===== src/rtl/batchnorm_pkg.sv =====
// Shared types and helpers for the batchnorm layer.
// FSM encoding plus a generic signed saturator.
package batchnorm_pkg;

  typedef enum logic [1:0] {
    IDLE,
    RUN,
    DRAIN,
    DONE
  } state_t;

  function automatic logic signed [63:0] saturate(
    input logic signed [63:0] v,
    input int w
  );
    logic signed [63:0] hi;
    logic signed [63:0] lo;
    hi = (64'sd1 <<< (w - 1)) - 64'sd1;
    lo = -(64'sd1 <<< (w - 1));
    if (v > hi) return hi;
    else if (v < lo) return lo;
    else return v;
  endfunction

endpackage


===== src/rtl/batchnorm_layer_fixed_mul_add_sat.sv =====
// Combinational datapath: x*scale product for stage 1,
// then shift, bias add and saturation for stage 2.
module fixed_mul_add_sat
  import batchnorm_pkg::*;
#(
  parameter int WIDTH      = 10,
  parameter int NFRAC      = 5,
  parameter int COEF_WIDTH = 16,
  localparam int PW        = WIDTH + COEF_WIDTH
) (
  input  logic signed [WIDTH-1:0]      x,
  input  logic signed [COEF_WIDTH-1:0] scale,
  output logic signed [PW-1:0]         product,
  input  logic signed [PW-1:0]         prod_q,
  input  logic signed [WIDTH-1:0]      bias,
  output logic signed [WIDTH-1:0]      result
);

  localparam int SW = PW + 1;

  logic signed [SW-1:0] sum;

  // Full-width product and one guard bit on the sum keep
  // every value exact until the final clamp.
  assign product = PW'(x) * PW'(scale);
  assign sum     = SW'(prod_q >>> NFRAC) + SW'(bias);
  assign result  = WIDTH'(saturate(64'(sum), WIDTH));

endmodule


===== src/rtl/batchnorm_layer.sv =====
// Per-element affine normalisation y = sat((x*scale >>> NFRAC) + bias)
// over a SIZE-element vector, one element per cycle, two stages.
module batchnorm_layer
  import batchnorm_pkg::*;
#(
  parameter int WIDTH      = 10,
  parameter int NFRAC      = 5,
  parameter int SIZE       = 32,
  parameter int COEF_WIDTH = 16,
  localparam int AW        = (SIZE > 1) ? $clog2(SIZE) : 1
) (
  input  logic                         clk,
  input  logic                         rst_n,
  input  logic                         in_valid,
  output logic                         in_ready,
  input  logic signed [WIDTH-1:0]      input_data [SIZE],
  output logic                         out_valid,
  input  logic                         out_ready,
  output logic signed [WIDTH-1:0]      output_data [SIZE],
  input  logic                         coef_wr_en,
  input  logic [AW-1:0]                coef_addr,
  input  logic signed [COEF_WIDTH-1:0] coef_scale,
  input  logic signed [WIDTH-1:0]      coef_bias
);

  localparam int PW = WIDTH + COEF_WIDTH;
  localparam logic [AW-1:0] KLAST = AW'(SIZE - 1);
  localparam logic signed [COEF_WIDTH-1:0] ONE =
    COEF_WIDTH'(1 << NFRAC);

  state_t state, nxt;

  logic [AW-1:0]               k;
  logic signed [WIDTH-1:0]     x_buf [SIZE];
  logic signed [COEF_WIDTH-1:0] scale [SIZE];
  logic signed [WIDTH-1:0]     bias [SIZE];
  logic signed [PW-1:0]        p_q;
  logic [AW-1:0]               p_idx;
  logic                        p_vld;
  logic                        last_wr;
  logic signed [PW-1:0]        product;
  logic signed [WIDTH-1:0]     result;
  logic                        accept;
  logic                        coef_ok;

  assign accept  = (state == IDLE) && in_valid;
  assign coef_ok = (state == IDLE) && coef_wr_en &&
                   ({{(32-AW){1'b0}}, coef_addr} < 32'(SIZE));

  fixed_mul_add_sat #(
    .WIDTH(WIDTH),
    .NFRAC(NFRAC),
    .COEF_WIDTH(COEF_WIDTH)
  ) u_dp (
    .x(x_buf[k]),
    .scale(scale[k]),
    .product(product),
    .prod_q(p_q),
    .bias(bias[p_idx]),
    .result(result)
  );

  // State register.
  always_ff @(posedge clk or negedge rst_n) begin
    if (!rst_n) state <= IDLE;
    else        state <= nxt;
  end

  // Next-state and handshake outputs.
  always_comb begin
    nxt       = state;
    in_ready  = 1'b0;
    out_valid = 1'b0;
    unique case (state)
      IDLE: begin
        in_ready = 1'b1;
        if (in_valid) nxt = RUN;
      end
      RUN: begin
        if (k == KLAST) nxt = DRAIN;
      end
      DRAIN: begin
        if (last_wr) nxt = DONE;
      end
      DONE: begin
        out_valid = 1'b1;
        if (out_ready) nxt = IDLE;
      end
      default: nxt = IDLE;
    endcase
  end

  // Coefficient table, writable only while idle; identity on reset.
  always_ff @(posedge clk or negedge rst_n) begin
    if (!rst_n) begin
      for (int i = 0; i < SIZE; i++) begin
        scale[i] <= ONE;
        bias[i]  <= '0;
      end
    end else if (coef_ok) begin
      scale[coef_addr] <= coef_scale;
      bias[coef_addr]  <= coef_bias;
    end
  end

  // Input capture, issue index and the two pipeline stages.
  always_ff @(posedge clk or negedge rst_n) begin
    if (!rst_n) begin
      k       <= '0;
      p_q     <= '0;
      p_idx   <= '0;
      p_vld   <= 1'b0;
      last_wr <= 1'b0;
      for (int i = 0; i < SIZE; i++) begin
        x_buf[i]       <= '0;
        output_data[i] <= '0;
      end
    end else begin
      p_vld   <= (state == RUN);
      last_wr <= p_vld && (p_idx == KLAST);
      if (accept) begin
        x_buf <= input_data;
        k     <= '0;
      end
      if (state == RUN) begin
        p_q   <= product;
        p_idx <= k;
        if (k != KLAST) k <= k + 1'b1;
      end
      if (p_vld) output_data[p_idx] <= result;
    end
  end

endmodule


===== config.mk =====
export PLATFORM = sky130hd
export DESIGN_NAME = batchnorm_layer
export DESIGN_NICKNAME = d
export VERILOG_FILES = /design/src/rtl/batchnorm_pkg.sv /design/src/rtl/batchnorm_layer_fixed_mul_add_sat.sv /design/src/rtl/batchnorm_layer.sv
export SDC_FILE = /design/constraint.sdc
export NUM_CORES = 2
export LEC_CHECK = 0
export ABC_CLOCK_PERIOD_IN_PS = 21200
export BUFFER_PORTS_ARGS = -buffer_cell sky130_fd_sc_hd__buf_4
export CORE_UTILIZATION = 55
export DETAILED_ROUTE_END_ITERATION = 8
export GPL_ROUTABILITY_DRIVEN = 0
export PLACE_DENSITY_LB_ADDON = 0.25
export SYNTH_ARGS = -nofsm -noshare
export SYNTH_HDL_FRONTEND = slang
export SYNTH_SLANG_ARGS = --single-unit

===== constraint.sdc =====
create_clock -name clk -period 21.2 [get_ports clk]
set_input_delay 4.24 -clock clk [delete_from_list [all_inputs] [get_ports clk]]
set_output_delay 4.24 -clock clk [all_outputs]
set_load 0.005 [all_outputs]

Yosys cells after proc, flatten, opt, wreduce, memory -nomap -nowiden
Index checks and enable logic that the tools add are counted.
Widths: inputs -> output; s select.
{"block": "word_totals", "ff_bits": 1512, "out_inout_bits": 322, "elab_cells": 194}
{"block": "classes", "addsub": 2, "multipliers": 1, "magnitude_cmp": 7, "n_eq_ne": 10, "mux": 30, "bitwise": 3, "reduce_logical": 7}
{"cell": "$bwmux 320", "n": 2}
{"cell": "$bwmux 512", "n": 1}
{"cell": "$bmux 10 s5", "n": 2}
{"cell": "$demux 10 s5", "n": 2}
{"cell": "$bmux 16 s5", "n": 1}
{"cell": "$demux 16 s5", "n": 1}
{"cell": "$mux 10", "n": 8}
{"cell": "$mux 16", "n": 3}
{"cell": "$mul 10x16->26", "n": 1}
{"cell": "$add 21x10->22", "n": 1}
{"cell": "$gt 22x10->1 const B", "n": 1}
{"cell": "$lt 22x10->1 const B", "n": 1}
{"cell": "$ge 6x6->1 const B", "n": 3}
{"cell": "$not 5->6", "n": 3}
{"cell": "$mux 5", "n": 3}
{"cell": "$lt 6x1->1 const B", "n": 2}
{"cell": "$eq 5x5->1 const B", "n": 2}
{"cell": "$mux 2", "n": 4}
{"cell": "$ne 2x2->1 const B", "n": 4}
{"cell": "$pmux 2 s4", "n": 1}
{"cell": "$add 5x1->5 const B", "n": 1}
{"cell": "$logic_and 1x1->1", "n": 5}
{"cell": "$ne 5x5->1 const B", "n": 1}
{"cell": "$eq 2x2->1 const B", "n": 2}
{"cell": "4 further kinds", "n": 5}

Depth between registers and ports, before layout
{"block": "depth", "ltp_word": 9, "depth_mapped": 33, "mapped_depth_nobuf": 26}

Hierarchy
Synthesis repeated with hierarchy kept, for this count alone.
{"block": "hier_totals", "hier_cells": 5038, "area_unflattened_um2": 73063.8}
{"mod": "batchnorm_layer", "n_inst": 1, "cells_per_inst": 4187, "area_per_inst_um2": 65920.7, "seq_area_each_um2": 37876.3}
{"mod": "fixed_mul_add_sat", "n_inst": 1, "cells_per_inst": 851, "area_per_inst_um2": 7143.1, "seq_area_each_um2": 0.0}

Least setup slack after synthesis
OpenSTA, ideal clock, no wires.
{"block": "synth_timing", "kind": "flip-flop to flip-flop", "start": "register k[0]", "end": "register p_q[24]", "setup_ns": 0.125, "t_arrival_ns": 7.821, "required_ns": 21.075, "path_slack_ns": 13.255, "path_stages_with_launch": 30, "n_path_buf": 5, "path_cell_list": "dfrtp_1 -> buf_4 -> buf_6 -> buf_6 -> buf_2 -> buf_1 -> mux4_2 -> mux4_2 -> mux2_2 -> and2_1 -> fa_1 -> fa_1 -> inv_1 -> fa_1 -> inv_1 -> fa_1 -> inv_1 -> fa_1 -> inv_1 -> ha_1 -> a21o_1 -> a21o_1 -> a21o_1 -> a21o_1 -> a211oi_1 -> o221ai_1 -> a31oi_1 -> o21ai_1 -> xor2_1 -> mux2_2"}
{"block": "synth_via", "elab_chain_cells": 5, "word_cells_on_any_way": 8, "cone_classes": "1 x mul; 6 x mux; 1 x bitwise"}
{"element": "start, declared", "line_no": "batchnorm_layer.sv:33", "rtl": "logic [AW-1:0] k;"}
{"element": "start signal, assigned", "line_no": "batchnorm_layer.sv:128", "rtl": "if (k != KLAST) k <= k + 1'b1;"}
{"element": "$not 5->6 (not written as such) *", "line_no": "batchnorm_layer.sv:55, batchnorm_layer.sv:56"}
{"element": "$bmux 10 s5 or $bmux 16 s5 (tied branches)", "line_no": "batchnorm_layer.sv:55, batchnorm_layer.sv:56"}
{"element": "$mux 10 (not written as such) or $mux 16 (tied branches) (2 in a row)", "line_no": "batchnorm_layer.sv:55, batchnorm_layer.sv:56"}
{"element": "$mul 10x16->26 *", "line_no": "batchnorm_layer_fixed_mul_add_sat.sv:25", "rtl": "assign product = PW'(x) * PW'(scale);"}
{"element": "end signal, assigned", "line_no": "batchnorm_layer.sv:126", "rtl": "p_q <= product;"}
{"element": "end, declared", "line_no": "batchnorm_layer.sv:37", "rtl": "logic signed [PW-1:0] p_q;"}
Every way passes the cells marked *; elsewhere a longest branch is shown, timed or not. The select of a mux whose other input is x is not followed.
A chain may end at the register's enable or synchronous reset.

Final worst setup path
Same ends and word-level chain as after synthesis.

==> results.md <==
Run status:
- The run finished with clean final reports.

GRT:
- The via count of the first global-routing pass is 47,600.
- The total overflow left after global routing is 0.
- In the global route stage, overall resource usage came out at 0.301.
- The first-pass GRT wire length is 300,000 microns.
- The initial antenna violation count is 9.
- Entering global routing, the biggest net connects 199 pins.

Setup path:
- The endpoint of the worst register-to-register path is p_q[24]$_DFFE_PN0P_.
- The family with the most delay on the worst path is adder cells.
- Among the stages of the critical path, the cell type that occurs most often is sky130_fd_sc_hd__fa_1.
- The classification of the worst setup path is reg2reg.
- The worst path buffer plus inverter count is 6.
- The element type at the critical path start is a flop.
- The minimum setup slack among reg-to-reg paths is 11.62 ns.
- The beginning of the worst register-to-register path is k[0]$_DFF_PN0_.
- The arrival time at the worst endpoint is 10.26 ns.
- Counting cells, the worst reg-to-reg path comes to 26.
- The worst path required time is 21.88 ns.
- The largest stage delay on the critical path is 1.05 ns.
- Among all stages on the critical path, the largest delay is contributed by sky130_fd_sc_hd__dfrtp_4.
- STA classifies the critical path endpoint as a flop.
- In this run the worst path has a maximum fanout of 45.

Clock network:
- Counting along the longest clock path gives a buffer depth of 3.
- The number of levels the H-tree was split into is 4.
- The buffer type at the clock tree root is sky130_fd_sc_hd__clkbuf_16.
- Post-CTS repair changed the size of 0 cells.
- The clock-pin transition on the worst setup and hold timing paths is 0.06 ns.
- The number of buffers added by the clock tree synthesis step is 156.
- The clock latency at the later pin of the worst-skew pair is 0.82 ns.
- Once the clock tree was built, the setup fixing pass inserted 0 buffers.
- The clock drives 1,507 sinks.
- The clock tree from TritonCTS is built.
- The hold-fix buffer count after cts is 0.

Route:
- In the final routed layout, each cell accounts on average for 26.0 microns.
- In the routed design, unresolved DRC markers number 0.
- In this run the remaining antenna-violating nets after routing total 0.
- The total iterations of the first detailed-routing run is 8.
- The DRC marker count from the first detailed-route iteration is 3,902.
- The routed layout has 46,200 vias.
- Summed over all layers, the routed wires come to 198,000 microns.
- In the routed layout, each cell is associated on average with a via count of 6.07.

STA:
- The number of max-slew violations in the final report was 0.
- Based on the critical path, the design can be clocked at up to 104 MHz.
- The transition time at the pin with the least slew margin is 1.30 ns.
- Across the routed clock network, the largest skew measured is 0.0378 ns.
- The count of final hold-check violations is 0.
- Counting I/O delays and the setup requirement, the final critical path takes 9.58 ns.
- Setup repair after global routing left no endpoint under its margin.
- The total negative slack is 0 ns.
- Setup violations remaining at the end of the flow were counted as 0.
- The worst-case headroom to the max-slew limit is 0.129.
- Dividing the final minimum period by the clock period gives 0.452.
- The least setup slack across all paths after layout is 11.62 ns.

Final layout:
- The library cell used most frequently in the layout, excluding fill and tap cells, is sky130_fd_sc_hd__dfrtp_1.
- The footprint of the multi-input gates is 32,300 sq um.
- The final net count is 6,309.
- The layout has 9,404 filler cells.
- The growth of design area from synthesis to finish is 16.8%.
- In the final layout, flip-flops and latches occupy 37,800 sq um.
- The proportion of layout cells with a drive suffix above 1 is 0.456.
- Leaving out fill and tap cells, the most frequent cells in the layout are sky130_fd_sc_hd__dfrtp_1, sky130_fd_sc_hd__mux2_2, sky130_fd_sc_hd__buf_4.

Placed design:
- Timing analysis after detailed placement gives a worst setup slack of 11.52 ns.
- The number of buffer cells added on primary ports is 677.
- The final HPWL from detailed placement is 125,000 microns.

Logic synthesis:
- The mean cell area of the mapped netlist is 13.9 sq um.
- Synthesis produced a netlist with a net count of 5,790.
- The post-synthesis instance area is 72,200 sq um.
- The count of cell types in the netlist is 76.
- Counting flops with a built-in enable in the synthesized netlist gives 0.
- The cell count after synthesis is 5,210.
- The number of warning messages in the yosys log is 0.
- The sequential element share of the synthesized area is 0.523.
- The synthesized design contains 1,507 register bits.
- Counting flops with an async set or reset pin after synthesis yields a share of 1.00.
- The top flip-flop cell by instance count after synthesis is sky130_fd_sc_hd__dfrtp_1.

Min path:
- In this run the most critical hold path is launched from scale[28]$_DFFE_PN0P_.
- In this run the worst hold path is classified as reg2reg.
- The end of the worst hold path is scale[28]$_DFFE_PN0P_.
- The cell depth of the worst hold path is 1.

Floorplanning:
- The number of placed I/O pins is 678.
- After floorplanning, the core was divided into 132 placement rows.
- The effective utilization at floorplan is 0.556.
- The core box area is 130,000 sq um.
- The floorplan die width is 364 microns.
- Measured along the y axis, the die boundary spans 364 microns.
- The die covers 133,000 sq um.

Power and ir drop:
- Dividing total power by cell area gives a power density of 69.6 nW/um^2.
- The static power due to leakage is 42.0 nW.
- The maximum resistive drop on vdd is 0.0000743 V.

Job:
- The count of max-cap constraint violations is 0.
==> logic make-up (layout without fill, tap and decap cells) <==
group           Yosys count  in the layout  synth area share
mux                    1535           1535             0.290
buf+inv                 619           1269            0.0343
compound gates          527            527            0.0474
other cells               0              6                 0
fa+ha+maj               224            224            0.0533
flops                  1507           1507             0.523
simple gates            755            755            0.0463
xor+xnor                 43             43           0.00522
==> layout make-up <==
type / count / share of cell area
clock inverters: 66 / 0.0102
repair buffers: 784 / 0.0705
multi-input cells: 3084 / 0.383
flip-flops and latches: 1507 / 0.448
inverters: 196 / 0.00876
diodes: 6 / 0.000178
clock buffers: 223 / 0.0536
well taps: 1742 / 0.0259
==> how the worst max path moves through the flow <==
stage	slack, ns	endpoint	start	cells after the start
after global placement	11.56	p_q[24]$_DFFE_PN0P_	k[0]$_DFF_PN0_	27
after CTS	11.47	p_q[24]$_DFFE_PN0P_	k[0]$_DFF_PN0_	27
after global routing	11.05	p_q[24]$_DFFE_PN0P_	k[0]$_DFF_PN0_	27
final	11.62	p_q[24]$_DFFE_PN0P_	k[0]$_DFF_PN0_	26
after detailed placement	11.52	p_q[24]$_DFFE_PN0P_	k[0]$_DFF_PN0_	26
after floorplan	13.25	p_q[24]$_DFFE_PN0P_	k[0]$_DFF_PN0_	29
==> synth_stat cells (4+ instances only) <==
library cell / number / area, sq um
sky130_fd_sc_hd__fa_1: 139 / 2780
sky130_fd_sc_hd__and2_1: 15 / 93.8
sky130_fd_sc_hd__a31oi_1: 293 / 1830
sky130_fd_sc_hd__or3b_2: 5 / 43.8
sky130_fd_sc_hd__nor3_1: 16 / 80.1
sky130_fd_sc_hd__nand3_1: 20 / 100
sky130_fd_sc_hd__nand4_1: 17 / 106
sky130_fd_sc_hd__buf_1: 44 / 165
sky130_fd_sc_hd__mux2_2: 1194 / 13400
sky130_fd_sc_hd__o22ai_1: 7 / 43.8
sky130_fd_sc_hd__mux4_2: 325 / 7320
sky130_fd_sc_hd__a21oi_1: 61 / 305
sky130_fd_sc_hd__nor2b_1: 45 / 282
sky130_fd_sc_hd__buf_6: 7 / 78.8
sky130_fd_sc_hd__inv_1: 194 / 728
sky130_fd_sc_hd__nor4_1: 4 / 25.0
sky130_fd_sc_hd__a22oi_1: 41 / 308
sky130_fd_sc_hd__and3_1: 10 / 62.6
sky130_fd_sc_hd__nand2b_1: 13 / 81.3
sky130_fd_sc_hd__xnor2_1: 32 / 280
sky130_fd_sc_hd__ha_1: 85 / 1060
sky130_fd_sc_hd__buf_4: 4 / 30.0
sky130_fd_sc_hd__or3_1: 6 / 37.5
sky130_fd_sc_hd__nor3b_1: 8 / 60.1
sky130_fd_sc_hd__buf_2: 53 / 265
sky130_fd_sc_hd__clkbuf_1: 314 / 1180
sky130_fd_sc_hd__dfrtp_1: 1475 / 36900
sky130_fd_sc_hd__o21ai_1: 14 / 70.1
sky130_fd_sc_hd__a21o_1: 35 / 263
sky130_fd_sc_hd__nor2_1: 437 / 1640
sky130_fd_sc_hd__xor2_1: 11 / 96.3
sky130_fd_sc_hd__dfstp_2: 32 / 841
sky130_fd_sc_hd__o21ai_0: 25 / 125
sky130_fd_sc_hd__nand2_1: 129 / 484
sky130_fd_sc_hd__a211oi_1: 6 / 45.0
sky130_fd_sc_hd__mux2i_1: 14 / 140
sky130_fd_sc_hd__nand3b_1: 12 / 90.1
sky130_fd_sc_hd__or2_2: 5 / 31.3
==> metrics by stage <==
step                cells  hold WS [ns]   util  area, sq um  power (W)
floorplan            5210         0.470      -        72200    0.00295
global placement     7313         0.482  0.608        78900    0.00307
detailed placement   7313         0.487  0.608        78900    0.00307
CTS                  7602         0.501  0.649        84300    0.00591
global route         7607         0.505  0.649        84300    0.00603
finish               7608         0.498  0.649        84300    0.00586
==> per-layer routing <==
metal	track usage	wire length (microns)	vias up
met5	0	56	-
met2	0.498	98900	1614
met3	0.0648	13500	355
met1	0.396	79200	24400
met4	0.104	6290	8
li1	-	-	19800
==> registers in the layout, summed over array words and instances (netlist names) <==
| register | flops |
|---|---|
| p_vld | 1 |
| p_q | 21 |
| last_wr | 1 |
| scale | 512 |
| state | 2 |
| output_data | 320 |
| p_idx | 5 |
| bias | 320 |
| k | 5 |
| x_buf | 320 |
==> report_power, final <==
part | leakage, nW | internal, W | switching (W)
clock | 2.64 | 0.00165 | 0.00120
combinational | 18.4 | 0.0000462 | 0.0000897
sequential | 20.9 | 0.00288 | 0
Note: power is estimated with default switching activity, not from simulation.
